==> src/rtl/sprite_palette_bank_pkg.sv <==
// ============================================================================
// sprite_palette_bank_pkg : shared widths, types and helpers for the palette
// Rev 1.0 - initial release
// ============================================================================
`default_nettype none

package sprite_palette_bank_pkg;

  localparam int INDEX_W   = 4;
  localparam int COLOR_W   = 4;
  localparam int NUM_BANKS = 4;
  localparam int BANK_W    = $clog2(NUM_BANKS);
  localparam int FADE_W    = 4;
  localparam int LEVEL_W   = FADE_W + 1;
  localparam int ENTRIES   = 2 ** INDEX_W;
  localparam int ADDR_W    = BANK_W + INDEX_W;
  localparam int PROD_W    = COLOR_W + FADE_W + 1;

  localparam logic [LEVEL_W-1:0] LEVEL_FULL = LEVEL_W'(2 ** FADE_W);

  typedef struct packed {
    logic [COLOR_W-1:0] r;
    logic [COLOR_W-1:0] g;
    logic [COLOR_W-1:0] b;
  } rgb_t;

  typedef enum logic [1:0] {
    ST_IDLE     = 2'd0,
    ST_FADE_OUT = 2'd1,
    ST_FADE_IN  = 2'd2
  } fade_state_t;

  // Power-up palette: entry i is the grey {i,i,i}
  function automatic rgb_t reset_entry(input logic [INDEX_W-1:0] idx);
    logic [COLOR_W-1:0] c;
    c = COLOR_W'(idx);
    return '{r: c, g: c, b: c};
  endfunction

  function automatic logic [COLOR_W-1:0] scale_chan(input logic [COLOR_W-1:0] c,
                                                     input logic [LEVEL_W-1:0] level);
    logic [PROD_W-1:0] prod;
    prod = PROD_W'(c) * PROD_W'(level);
    return prod[FADE_W +: COLOR_W];
  endfunction

endpackage

`default_nettype wire

==> src/rtl/sprite_palette_bank_if.sv <==
// ============================================================================
// sprite_palette_bank_if : pixel, palette-write, bank and fade signal bundle
// Rev 1.0 - initial release
// ============================================================================
`default_nettype none

interface sprite_palette_bank_if;
  import sprite_palette_bank_pkg::*;

  logic                frame_start;
  logic                pix_valid;
  logic [INDEX_W-1:0]  pix_index;
  logic                wr_en;
  logic [BANK_W-1:0]   wr_bank;
  logic [INDEX_W-1:0]  wr_index;
  rgb_t                wr_rgb;
  logic                bank_req;
  logic [BANK_W-1:0]   bank_sel;
  logic                fade_start;
  logic                fade_dir;

  logic                out_valid;
  logic [COLOR_W-1:0]  red;
  logic [COLOR_W-1:0]  green;
  logic [COLOR_W-1:0]  blue;
  logic                out_transparent;
  logic [BANK_W-1:0]   active_bank;
  logic                fade_busy;
  logic                fade_done;

  modport master (
    output frame_start, pix_valid, pix_index, wr_en, wr_bank, wr_index, wr_rgb,
           bank_req, bank_sel, fade_start, fade_dir,
    input  out_valid, red, green, blue, out_transparent, active_bank,
           fade_busy, fade_done
  );

  modport slave (
    input  frame_start, pix_valid, pix_index, wr_en, wr_bank, wr_index, wr_rgb,
           bank_req, bank_sel, fade_start, fade_dir,
    output out_valid, red, green, blue, out_transparent, active_bank,
           fade_busy, fade_done
  );

endinterface

`default_nettype wire

==> src/rtl/sprite_palette_bank_fade_ctrl.sv <==
// ============================================================================
// sprite_palette_bank_fade_ctrl : frame-paced brightness level FSM
// Rev 1.0 - initial release
// ============================================================================
`default_nettype none

module sprite_palette_bank_fade_ctrl
  import sprite_palette_bank_pkg::*;
#(
  parameter int FRAMES_PER_STEP = 2
) (
  input  wire logic               clk,
  input  wire logic               rst,
  input  wire logic               i_frame_start,
  input  wire logic               i_fade_start,
  input  wire logic               i_fade_dir,
  output logic [LEVEL_W-1:0]      o_level,
  output logic                    o_busy,
  output logic                    o_done
);

  localparam int               CNT_W    = (FRAMES_PER_STEP > 1) ? $clog2(FRAMES_PER_STEP) : 1;
  localparam logic [CNT_W-1:0] CNT_LAST = CNT_W'(FRAMES_PER_STEP - 1);

  fade_state_t        r_state, w_state_nxt;
  logic [LEVEL_W-1:0] r_level, w_level_nxt;
  logic [CNT_W-1:0]   r_cnt,   w_cnt_nxt;
  logic               r_done,  w_done_nxt;

  always_ff @(posedge clk or posedge rst) begin
    if (rst) begin
      r_state <= ST_IDLE;
      r_level <= LEVEL_FULL;
      r_cnt   <= '0;
      r_done  <= 1'b0;
    end else begin
      r_state <= w_state_nxt;
      r_level <= w_level_nxt;
      r_cnt   <= w_cnt_nxt;
      r_done  <= w_done_nxt;
    end
  end

  // A fade request outranks a coincident frame tick so the new fade starts with a clean count
  always_comb begin
    w_state_nxt = r_state;
    w_level_nxt = r_level;
    w_cnt_nxt   = r_cnt;
    w_done_nxt  = 1'b0;
    if (i_fade_start) begin
      w_cnt_nxt = '0;
      if (i_fade_dir ? (r_level == LEVEL_FULL) : (r_level == '0)) begin
        w_state_nxt = ST_IDLE;
        w_done_nxt  = 1'b1;
      end else begin
        w_state_nxt = i_fade_dir ? ST_FADE_IN : ST_FADE_OUT;
      end
    end else if (i_frame_start && (r_state != ST_IDLE)) begin
      if (r_cnt == CNT_LAST) begin
        w_cnt_nxt = '0;
        if (r_state == ST_FADE_OUT) begin
          w_level_nxt = r_level - LEVEL_W'(1);
          if (r_level == LEVEL_W'(1)) begin
            w_state_nxt = ST_IDLE;
            w_done_nxt  = 1'b1;
          end
        end else begin
          w_level_nxt = r_level + LEVEL_W'(1);
          if (r_level == (LEVEL_FULL - LEVEL_W'(1))) begin
            w_state_nxt = ST_IDLE;
            w_done_nxt  = 1'b1;
          end
        end
      end else begin
        w_cnt_nxt = r_cnt + CNT_W'(1);
      end
    end
  end

  assign o_level = r_level;
  assign o_busy  = (r_state != ST_IDLE);
  assign o_done  = r_done;

endmodule

`default_nettype wire

==> src/rtl/sprite_palette_bank.sv <==
// ============================================================================
// sprite_palette_bank : multi-bank palette lookup with frame-synced bank swap
//                       and brightness fade, 2-cycle pipelined
// Rev 1.0 - initial release
// ============================================================================
`default_nettype none

module sprite_palette_bank
  import sprite_palette_bank_pkg::*;
#(
  parameter int TRANSPARENT_IDX = 0,
  parameter int FRAMES_PER_STEP = 2
) (
  input  wire logic              clk,
  input  wire logic              rst,
  sprite_palette_bank_if.slave   io_bus
);

  localparam logic [INDEX_W-1:0] TRANSP_IDX = INDEX_W'(TRANSPARENT_IDX);

  rgb_t               r_pal [NUM_BANKS*ENTRIES];
  logic [ADDR_W-1:0]  w_wr_addr;
  logic [ADDR_W-1:0]  w_rd_addr;

  logic [BANK_W-1:0]  r_active_bank;
  logic [BANK_W-1:0]  r_pend_bank;
  logic               r_pend_valid;

  logic               r_s1_valid;
  rgb_t               r_s1_rgb;
  logic               r_s1_transp;

  logic               r_out_valid;
  logic [COLOR_W-1:0] r_red, r_green, r_blue;
  logic               r_out_transp;

  logic [LEVEL_W-1:0] w_level;
  logic               w_fade_busy;
  logic               w_fade_done;

  assign w_wr_addr = {io_bus.wr_bank, io_bus.wr_index};
  assign w_rd_addr = {r_active_bank, io_bus.pix_index};

  always_ff @(posedge clk or posedge rst) begin
    if (rst) begin
      for (int i = 0; i < NUM_BANKS*ENTRIES; i++) begin
        r_pal[i] <= reset_entry(i[INDEX_W-1:0]);
      end
    end else if (io_bus.wr_en) begin
      r_pal[w_wr_addr] <= io_bus.wr_rgb;
    end
  end

  // A request arriving on the frame_start cycle is applied directly, bypassing the pending slot
  always_ff @(posedge clk or posedge rst) begin
    if (rst) begin
      r_active_bank <= '0;
      r_pend_bank   <= '0;
      r_pend_valid  <= 1'b0;
    end else if (io_bus.frame_start) begin
      r_pend_valid <= 1'b0;
      if (io_bus.bank_req) begin
        r_active_bank <= io_bus.bank_sel;
      end else if (r_pend_valid) begin
        r_active_bank <= r_pend_bank;
      end
    end else if (io_bus.bank_req) begin
      r_pend_bank  <= io_bus.bank_sel;
      r_pend_valid <= 1'b1;
    end
  end

  always_ff @(posedge clk or posedge rst) begin
    if (rst) begin
      r_s1_valid  <= 1'b0;
      r_s1_rgb    <= '0;
      r_s1_transp <= 1'b0;
    end else begin
      r_s1_valid <= io_bus.pix_valid;
      if (io_bus.pix_valid) begin
        r_s1_rgb    <= r_pal[w_rd_addr];
        r_s1_transp <= (io_bus.pix_index == TRANSP_IDX);
      end
    end
  end

  always_ff @(posedge clk or posedge rst) begin
    if (rst) begin
      r_out_valid  <= 1'b0;
      r_red        <= '0;
      r_green      <= '0;
      r_blue       <= '0;
      r_out_transp <= 1'b0;
    end else begin
      r_out_valid <= r_s1_valid;
      if (r_s1_valid) begin
        r_red        <= scale_chan(r_s1_rgb.r, w_level);
        r_green      <= scale_chan(r_s1_rgb.g, w_level);
        r_blue       <= scale_chan(r_s1_rgb.b, w_level);
        r_out_transp <= r_s1_transp;
      end
    end
  end

  sprite_palette_bank_fade_ctrl #(
    .FRAMES_PER_STEP (FRAMES_PER_STEP)
  ) u_fade_ctrl (
    .clk           (clk),
    .rst           (rst),
    .i_frame_start (io_bus.frame_start),
    .i_fade_start  (io_bus.fade_start),
    .i_fade_dir    (io_bus.fade_dir),
    .o_level       (w_level),
    .o_busy        (w_fade_busy),
    .o_done        (w_fade_done)
  );

  assign io_bus.out_valid       = r_out_valid;
  assign io_bus.red             = r_red;
  assign io_bus.green           = r_green;
  assign io_bus.blue            = r_blue;
  assign io_bus.out_transparent = r_out_transp;
  assign io_bus.active_bank     = r_active_bank;
  assign io_bus.fade_busy       = w_fade_busy;
  assign io_bus.fade_done       = w_fade_done;

endmodule

`default_nettype wire

==> src/flat_wrapper.sv <==
// flat-port wrapper written by rule: the top's interface ports become plain ports
module sprite_palette_bank_flat import sprite_palette_bank_pkg::*;
#(
  parameter int TRANSPARENT_IDX = 0,
  parameter int FRAMES_PER_STEP = 2
)
  (clk, rst, io_bus_frame_start, io_bus_pix_valid, io_bus_pix_index, io_bus_wr_en, io_bus_wr_bank, io_bus_wr_index, io_bus_wr_rgb, io_bus_bank_req, io_bus_bank_sel, io_bus_fade_start, io_bus_fade_dir, io_bus_out_valid, io_bus_red, io_bus_green, io_bus_blue, io_bus_out_transparent, io_bus_active_bank, io_bus_fade_busy, io_bus_fade_done);
  sprite_palette_bank_if io_bus_i ();
  input  wire logic clk;
  input  wire logic rst;
  input wire logic [$bits(io_bus_i.frame_start)-1:0] io_bus_frame_start;
  input wire logic [$bits(io_bus_i.pix_valid)-1:0] io_bus_pix_valid;
  input wire logic [$bits(io_bus_i.pix_index)-1:0] io_bus_pix_index;
  input wire logic [$bits(io_bus_i.wr_en)-1:0] io_bus_wr_en;
  input wire logic [$bits(io_bus_i.wr_bank)-1:0] io_bus_wr_bank;
  input wire logic [$bits(io_bus_i.wr_index)-1:0] io_bus_wr_index;
  input wire logic [$bits(io_bus_i.wr_rgb)-1:0] io_bus_wr_rgb;
  input wire logic [$bits(io_bus_i.bank_req)-1:0] io_bus_bank_req;
  input wire logic [$bits(io_bus_i.bank_sel)-1:0] io_bus_bank_sel;
  input wire logic [$bits(io_bus_i.fade_start)-1:0] io_bus_fade_start;
  input wire logic [$bits(io_bus_i.fade_dir)-1:0] io_bus_fade_dir;
  output wire logic [$bits(io_bus_i.out_valid)-1:0] io_bus_out_valid;
  output wire logic [$bits(io_bus_i.red)-1:0] io_bus_red;
  output wire logic [$bits(io_bus_i.green)-1:0] io_bus_green;
  output wire logic [$bits(io_bus_i.blue)-1:0] io_bus_blue;
  output wire logic [$bits(io_bus_i.out_transparent)-1:0] io_bus_out_transparent;
  output wire logic [$bits(io_bus_i.active_bank)-1:0] io_bus_active_bank;
  output wire logic [$bits(io_bus_i.fade_busy)-1:0] io_bus_fade_busy;
  output wire logic [$bits(io_bus_i.fade_done)-1:0] io_bus_fade_done;
  assign io_bus_i.frame_start = io_bus_frame_start;
  assign io_bus_i.pix_valid = io_bus_pix_valid;
  assign io_bus_i.pix_index = io_bus_pix_index;
  assign io_bus_i.wr_en = io_bus_wr_en;
  assign io_bus_i.wr_bank = io_bus_wr_bank;
  assign io_bus_i.wr_index = io_bus_wr_index;
  assign io_bus_i.wr_rgb = io_bus_wr_rgb;
  assign io_bus_i.bank_req = io_bus_bank_req;
  assign io_bus_i.bank_sel = io_bus_bank_sel;
  assign io_bus_i.fade_start = io_bus_fade_start;
  assign io_bus_i.fade_dir = io_bus_fade_dir;
  assign io_bus_out_valid = io_bus_i.out_valid;
  assign io_bus_red = io_bus_i.red;
  assign io_bus_green = io_bus_i.green;
  assign io_bus_blue = io_bus_i.blue;
  assign io_bus_out_transparent = io_bus_i.out_transparent;
  assign io_bus_active_bank = io_bus_i.active_bank;
  assign io_bus_fade_busy = io_bus_i.fade_busy;
  assign io_bus_fade_done = io_bus_i.fade_done;
  sprite_palette_bank #(.TRANSPARENT_IDX(TRANSPARENT_IDX), .FRAMES_PER_STEP(FRAMES_PER_STEP)) u_core (.clk(clk), .rst(rst), .io_bus(io_bus_i));
endmodule
==> config.mk <==
export PLATFORM = sky130hd
export DESIGN_NAME = sprite_palette_bank_flat
export DESIGN_NICKNAME = d
export VERILOG_FILES = /design/src/rtl/sprite_palette_bank_pkg.sv /design/src/rtl/sprite_palette_bank_if.sv /design/src/rtl/sprite_palette_bank_fade_ctrl.sv /design/src/rtl/sprite_palette_bank.sv /design/src/flat_wrapper.sv
export SDC_FILE = /design/constraint.sdc
export NUM_CORES = 2
export LEC_CHECK = 0
export CORE_UTILIZATION = 35
export DETAILED_ROUTE_END_ITERATION = 7
export PLACE_DENSITY = 0.59
export SETUP_SLACK_MARGIN = 0.02
export SLEW_MARGIN = 20
export SYNTH_ARGS = -nofsm -noshare
export SYNTH_HDL_FRONTEND = slang
export SYNTH_SLANG_ARGS = --single-unit
==> constraint.sdc <==
create_clock -name clk -period 85 [get_ports clk]
set_input_delay 17 -clock clk [delete_from_list [all_inputs] [get_ports clk]]
set_output_delay 17 -clock clk [all_outputs]
set_load 0.01 [all_outputs]
==> Word-level counts from Yosys, hierarchy flattened <==
Cells that the tools add are included.
{ "word_totals": {"register_bits": 810, "latch_bits": 0, "ramBits": 0, "mem_bits_ro": 0, "out_inout_bits": 18, "elab_cells": 271, "n_memories": 0} }
{ "op_classes": {"addsub": 3, "n_mul": 3, "div": 0, "order_cmp": 3, "eq_ne": 5, "n_shift": 0, "n_mux": 30, "bitwise_logic": 4, "n_reduce_logical": 14} }
{ "op_table": {"columns": ["cell", "count"], "rows": [
  ["768-bit bitwise mux", 1],
  ["12-bit binary-select mux with 6-bit select", 1],
  ["12-bit demux with 6-bit select", 1],
  ["12-bit 2-to-1 mux", 3],
  ["4-bit by 5-bit multiplier with 8-bit output", 3],
  ["2-bit 2-to-1 mux", 10],
  ["7-bit greater-or-equal comparator, second input constant", 2],
  ["6-bit inverter with 7-bit output", 2],
  ["1-bit 2-to-1 mux", 13],
  ["2-bit nonzero test", 5],
  ["7-bit by 1-bit less-than comparator with 1-bit output, second input constant", 1],
  ["5-bit by 1-bit adder with 5-bit output, second input constant", 1],
  ["5-bit by 1-bit equality test with 1-bit output, second input constant", 1],
  ["5-bit by 4-bit equality test with 1-bit output, second input constant", 1],
  ["5-bit equality test, second input constant", 1],
  ["5-bit logical NOT", 1],
  ["5-bit 2-to-1 mux", 1],
  ["5-bit by 1-bit subtractor with 5-bit output, second input constant", 1],
  ["4-bit logical NOT", 1],
  ["2-bit AND reduction", 2],
  ["4-bit AND reduction", 1],
  ["3-bit by 2-bit inequality test with 1-bit output, second input constant", 1],
  ["3-bit AND reduction", 1],
  ["3-bit nonzero test", 1],
  ["4 further kinds", 6]
]} }

==> Logic depth before layout (Yosys ltp) <==
{ "depth": {"depth_word": 6, "mapped_depth": 13, "depth_no_buf": 12} }

==> Cells and area by module <==
From an unflattened synthesis, not the netlist that was laid out.
{ "unflattened": {"hier_cells": 2702, "area_unflattened_um2": 38991.1} }
{ "by_module_without_submodules": {"columns": ["module", "n_inst", "cells_per_inst", "area_per_inst_um2"], "rows": [
  ["sprite_palette_bank", 1, 2640, 38400.6],
  ["sprite_palette_bank_fade_ctrl", 1, 62, 590.6]
]} }

==> Worst setup path after synthesis <==
No wires, ideal clock.
{ "synth_path": {"path_kind": "input-to-reg", "start": "input io_bus_pix_index[2]", "end": "register u_core.r_s1_rgb[0] (netlist bit)", "setup_time_ps": 126, "arrival_time_ps": 18710, "path_slack_ps": 66164, "cell_stages": 7, "path_buffers": 3, "cell_sequence": "buf_2 buf_2 clkbuf_1 mux4_2 a221oi_2 nand3_1 a221o_1"} }
{ "synth_between": {"elab_chain_cells": 4} }
{ "synth_rtl": {"columns": ["element", "line_no", "text"], "rows": [
  ["start: declaration", "flat_wrapper.sv:13", "input wire logic [$bits(io_bus_i.pix_index)-1:0] io_bus_pix_index;"],
  ["6-bit inverter with 7-bit output (not written as such)", "sprite_palette_bank.sv:81", "r_s1_rgb <= r_pal[w_rd_addr];"],
  ["12-bit binary-select mux with 6-bit select", "sprite_palette_bank.sv:81", null],
  ["12-bit 2-to-1 mux (not written as such) (2 in a row)", "sprite_palette_bank.sv:81", null],
  ["end signal: assignment", "sprite_palette_bank.sv:81", null],
  ["end: declaration", "sprite_palette_bank.sv:30", "rgb_t r_s1_rgb;"]
]} }
Every way passes these cells. The select of a mux whose other input is x is not followed.
A chain may end at the register's enable or synchronous reset.

==> Worst setup path after layout <==
{ "layout_path": {"start": "input io_bus_pix_index[0]", "end": "register u_core.r_s1_rgb[9] (netlist bit)"} }
The elaborated chain is that of the path after synthesis.

==> impl_metrics.py <==
metrics = {
    "worst_setup_path": {
        "timing.setup.critical_path_class": "primary input to flop",
        "critPathRequiredTime_ns": 85.53,
        "timing.critical_path.fanout_max": 73,
        "kind_of_launch_point_of_the_worst_setup_path": "primary input",
        "end_kind": "flop",
        "critical_path_arrival_ns": 20.90,
    },
    "cts": {
        "cts_hold_repair.buffers": 0,
        "clkSinkCount": 810,
        "clkSlewWorstSetupHoldPaths_ns": 0.06,
        "clock_insertion_delay_worst_skew_ns": 0.67,
        "cts_resized": 0,
        "cts-buffers-inserted": 89,
        "post-cts-setup-buffers": 0,
        "htreeDepth": 3,
        "cts-root-buf": "clkbuf_16",
        "cts.path.max_buffers": 3,
        "cts_tree": "done",
    },
    "power": {
        "internal_power_mw": 0.781,
        "p_leak_nw": 18.8,
        "power_per_cell_area_nw_per_um2": 24.0,
        "ir_worst_vdd_mv": 0.0146,
        "seqPwrFrac": 0.467,
        "power_switching_mw": 0.267,
        "power_frac_comb": 0.144,
        "power.share.clock": 0.389,
        "power.switching_fraction": 0.255,
    },
    "die": {
        "start_util": 0.354,
        "die_area_sq_um": 112000,
        "rows": 121,
        "pin_count": 50,
        "die_width_microns": 335,
        "die_h_microns": 335,
        "coreArea_sq_um": 109000,
    },
    "global_routing": {
        "grt_pass1_wl_microns": 154000,
        "grt_most_used_layer": "met2",
        "first_global_vias": 24111,
        "met2_usage": 0.296,
        "grt_overflow": 0,
        "grt_start_max_net_pins": 176,
        "use_met3": 0.0249,
        "global_route.usage.total": 0.180,
        "groute.layer.met1.usage": 0.246,
        "antenna_found_initial": 2,
    },
    "route": {
        "detail_route.first_pass.iterations": 5,
        "drt.antenna.violating_nets": 0,
        "detailedRoute.firstIterationViolations": 1248,
        "vias": 22502,
        "vias_per_cell": 5.42,
        "totalWireLength_microns": 99600,
        "post_drt_wl_per_cell_microns": 24.0,
        "drt_drc_violations_left": 0,
    },
    "timing": {
        "total_of_endpoints_with_negative_setup_slack_in_the_final_report": 0,
        "final-max-slew-violation-count": 0,
        "skew_ns": 0.0258,
        "finalCritPeriodShare": 0.240,
        "final.setup.tns_ns": 0,
        "timing.final.hold_violations": 0,
        "worst_pin_slew_ns": 1.15,
        "finalWorstPathRequiredPeriod_ns": 20.37,
        "maxClockFrequency_mhz": 49.1,
        "rsz0062_at_grt": "false",
        "maxSlewHeadroom": 0.229,
    },
    "synthesis": {
        "syn-mean-instance-area_sq_um": 14.7,
        "yosysTopAreaCellShare": 0.275,
        "gate_count_post_synth": 2637,
        "synthesis.yosys.warnings": 0,
        "area_leader_netlist": "dfrtp_1",
        "top_cells_by_area_synth": "dfrtp_1 27%, dfstp_2 26%, mux2_2 23%",
        "synth.lib_cells_used.distinct": 53,
        "synth_edf_count": 0,
        "synth_seq_cells": 810,
        "syn_nets": 2715,
        "async_reset_ff_frac": 1.00,
        "netlist_area_sq_um": 38700,
        "synth_sequential_area_ratio": 0.536,
        "synth-main-ff-cell": "dfrtp_1",
    },
    "hold_path": {
        "hold_class": "flop to flop",
    },
    "run": {
        "max_cap_viols": 0,
    },
    "layout": {
        "multi_input_area_sq_um": 16800,
        "layout.nets": 2680,
        "final_core_occ": 0.400,
        "fillerInstances": 10079,
        "layout-area-overhead-vs-synth_pct": 12.8,
        "final_layout_size_suffix_gt1_frac": 0.581,
        "sequential_cell_area_sq_um": 20800,
    },
    "outcome": {
        "run_status": "completed",
    },
    "place": {
        "globalplace.congestion": 0.806,
        "buffer_ports.inserted": 49,
        "hpwl_microns": 60500,
    },
}
power by group through the flow:
stage,clock (mW),combinational (mW),sequential (mW)
global placement,0,0.147,0.491
floorplan,0,0.115,0.482
global route,0.434,0.165,0.496
CTS,0.417,0.153,0.489
finish,0.407,0.151,0.489
detailed placement,0,0.152,0.495
cell usage in the layout, fill, tap and decap left out, drive strengths merged, types with 35 or more instances in the layout:
cell type,instances
a22oi,59
buf,76
clkbuf,142
clkdlybuf4s50,35
dfrtp,425
dfstp,385
inv,40
mux2,777
mux2i,123
mux4,143
nand2,81
nand3,45
nor2,59
critical path: stages:
cell	delay (ns)
buf_8	0.63
buf_4	0.85
nor2b_2	1.06
a22oi_1	0.27
nand3_1	0.23
nand3_1	0.30
a221o_1	0.38
stage by stage:
stage	power, mW	hold WS (ns)	setup WS [ns]	instance area [sq um]	std cells
5_1_grt	1.10	0.511	64.33	43700	4154
4_1_cts	1.06	0.500	64.60	43600	4153
6_report	1.05	0.501	64.63	43700	4155
2_1_floorplan	0.597	0.411	45.89	38700	2637
3_3_place_gp	0.637	0.482	63.79	40500	3986
3_5_place_dp	0.648	0.488	63.87	40500	3986
cell type report:
type                            instances  share of cell area
Antenna cell                            1           0.0000573
Inverter                               40             0.00361
Clock buffer                          142              0.0613
Multi-Input combinational cell       1550               0.385
Tap cell                             1476              0.0423
Timing Repair Buffer                  111              0.0219
Sequential cell                       810               0.475
Clock inverter                         25              0.0103
flip-flops by register name (all words and copies together) (netlist names):
signal                         flops
u_core.r_pend_bank                 2
u_core.r_pal                     768
u_core.u_fade_ctrl.r_cnt           1
u_core.io_bus.red                  4
u_core.io_bus.green                4
u_core.io_bus.blue                 4
u_core.u_fade_ctrl.o_done          1
u_core.io_bus.out_valid            1
u_core.r_s1_transp                 1
u_core.r_s1_rgb                   12
u_core.u_fade_ctrl.r_state         2
u_core.io_bus.out_transparent      1
u_core.io_bus.active_bank          2
u_core.u_fade_ctrl.o_level         5
u_core.r_pend_valid                1
u_core.r_s1_valid                  1
cell families after synthesis:
kind of cell               count (synthesis)  share of synthesized area
muxes                                   1043                      0.341
DFF                                      810                      0.536
buffers and inverters                    277                     0.0311
and+or+nand+nor                          271                     0.0351
AOI/OAI and AO/OA                        172                     0.0350
adders and majority gates                 46                     0.0178
xor gates and xnor gates                  18                    0.00407
Yosys cell counts, types with 2 or more instances:
library cell  number
mux2_2           777
dfrtp_1          425
dfstp_2          385
clkbuf_1         149
mux4_2           143
mux2i_1          123
nand2_1           81
a22oi_1           59
nor2_1            59
buf_2             58
nand3_1           45
inv_1             39
ha_1              31
and2_1            30
a21oi_1           18
xnor2_1           17
buf_1             16
o21ai_0           16
a22o_1            15
fa_1              15
a211oi_1          14
a221o_1           11
a221oi_2          11
o221ai_1          11
buf_6             10
nor2b_1           10
nor3b_1            8
nand4_1            7
nand4b_1           6
nand3b_1           5
buf_4              4
a31oi_1            3
and3_1             3
nor3_1             3
o21a_1             3
o21bai_1           3
a221oi_1           2
a32o_1             2
and3b_1            2
nand2b_1           2
nor3b_2            2
o211ai_1           2
or2_2              2
path summary, 6_finish.rpt:
check | start | cells after the start | endpoint | slack, ns
setup / recovery | io_bus_pix_index[0] | 7 | u_core.r_s1_rgb[9]$_DFFE_PP0P_ | 64.63
hold / removal | u_core.r_pal[684]$_DFFE_PP0P_ | 1 | u_core.r_pal[684]$_DFFE_PP0P_ | 0.50
setup reg to reg | u_core.u_fade_ctrl.o_level[2]$_DFFE_PP0P_ | 10 | u_core.io_bus.red[2]$_DFFE_PP0P_ | 81.75
hold reg to reg | u_core.r_pal[684]$_DFFE_PP0P_ | 1 | u_core.r_pal[684]$_DFFE_PP0P_ | 0.50
max in group asynchronous | rst | 5 | u_core.r_pal[265]$_DFFE_PP0P_ | 64.96
min in group asynchronous | rst | 2 | u_core.r_pal[452]$_DFFE_PP0P_ | 16.88
per-layer routing:
| metal | vias to the layer above | wire, microns |
|---|---|---|
| li1 | 9604 | - |
| met1 | 12291 | 45000 |
| met2 | 447 | 48100 |
| met3 | 158 | 3470 |
| met4 | 2 | 3080 |
| met5 | - | 17 |
Power figures use the tool's default switching activity.
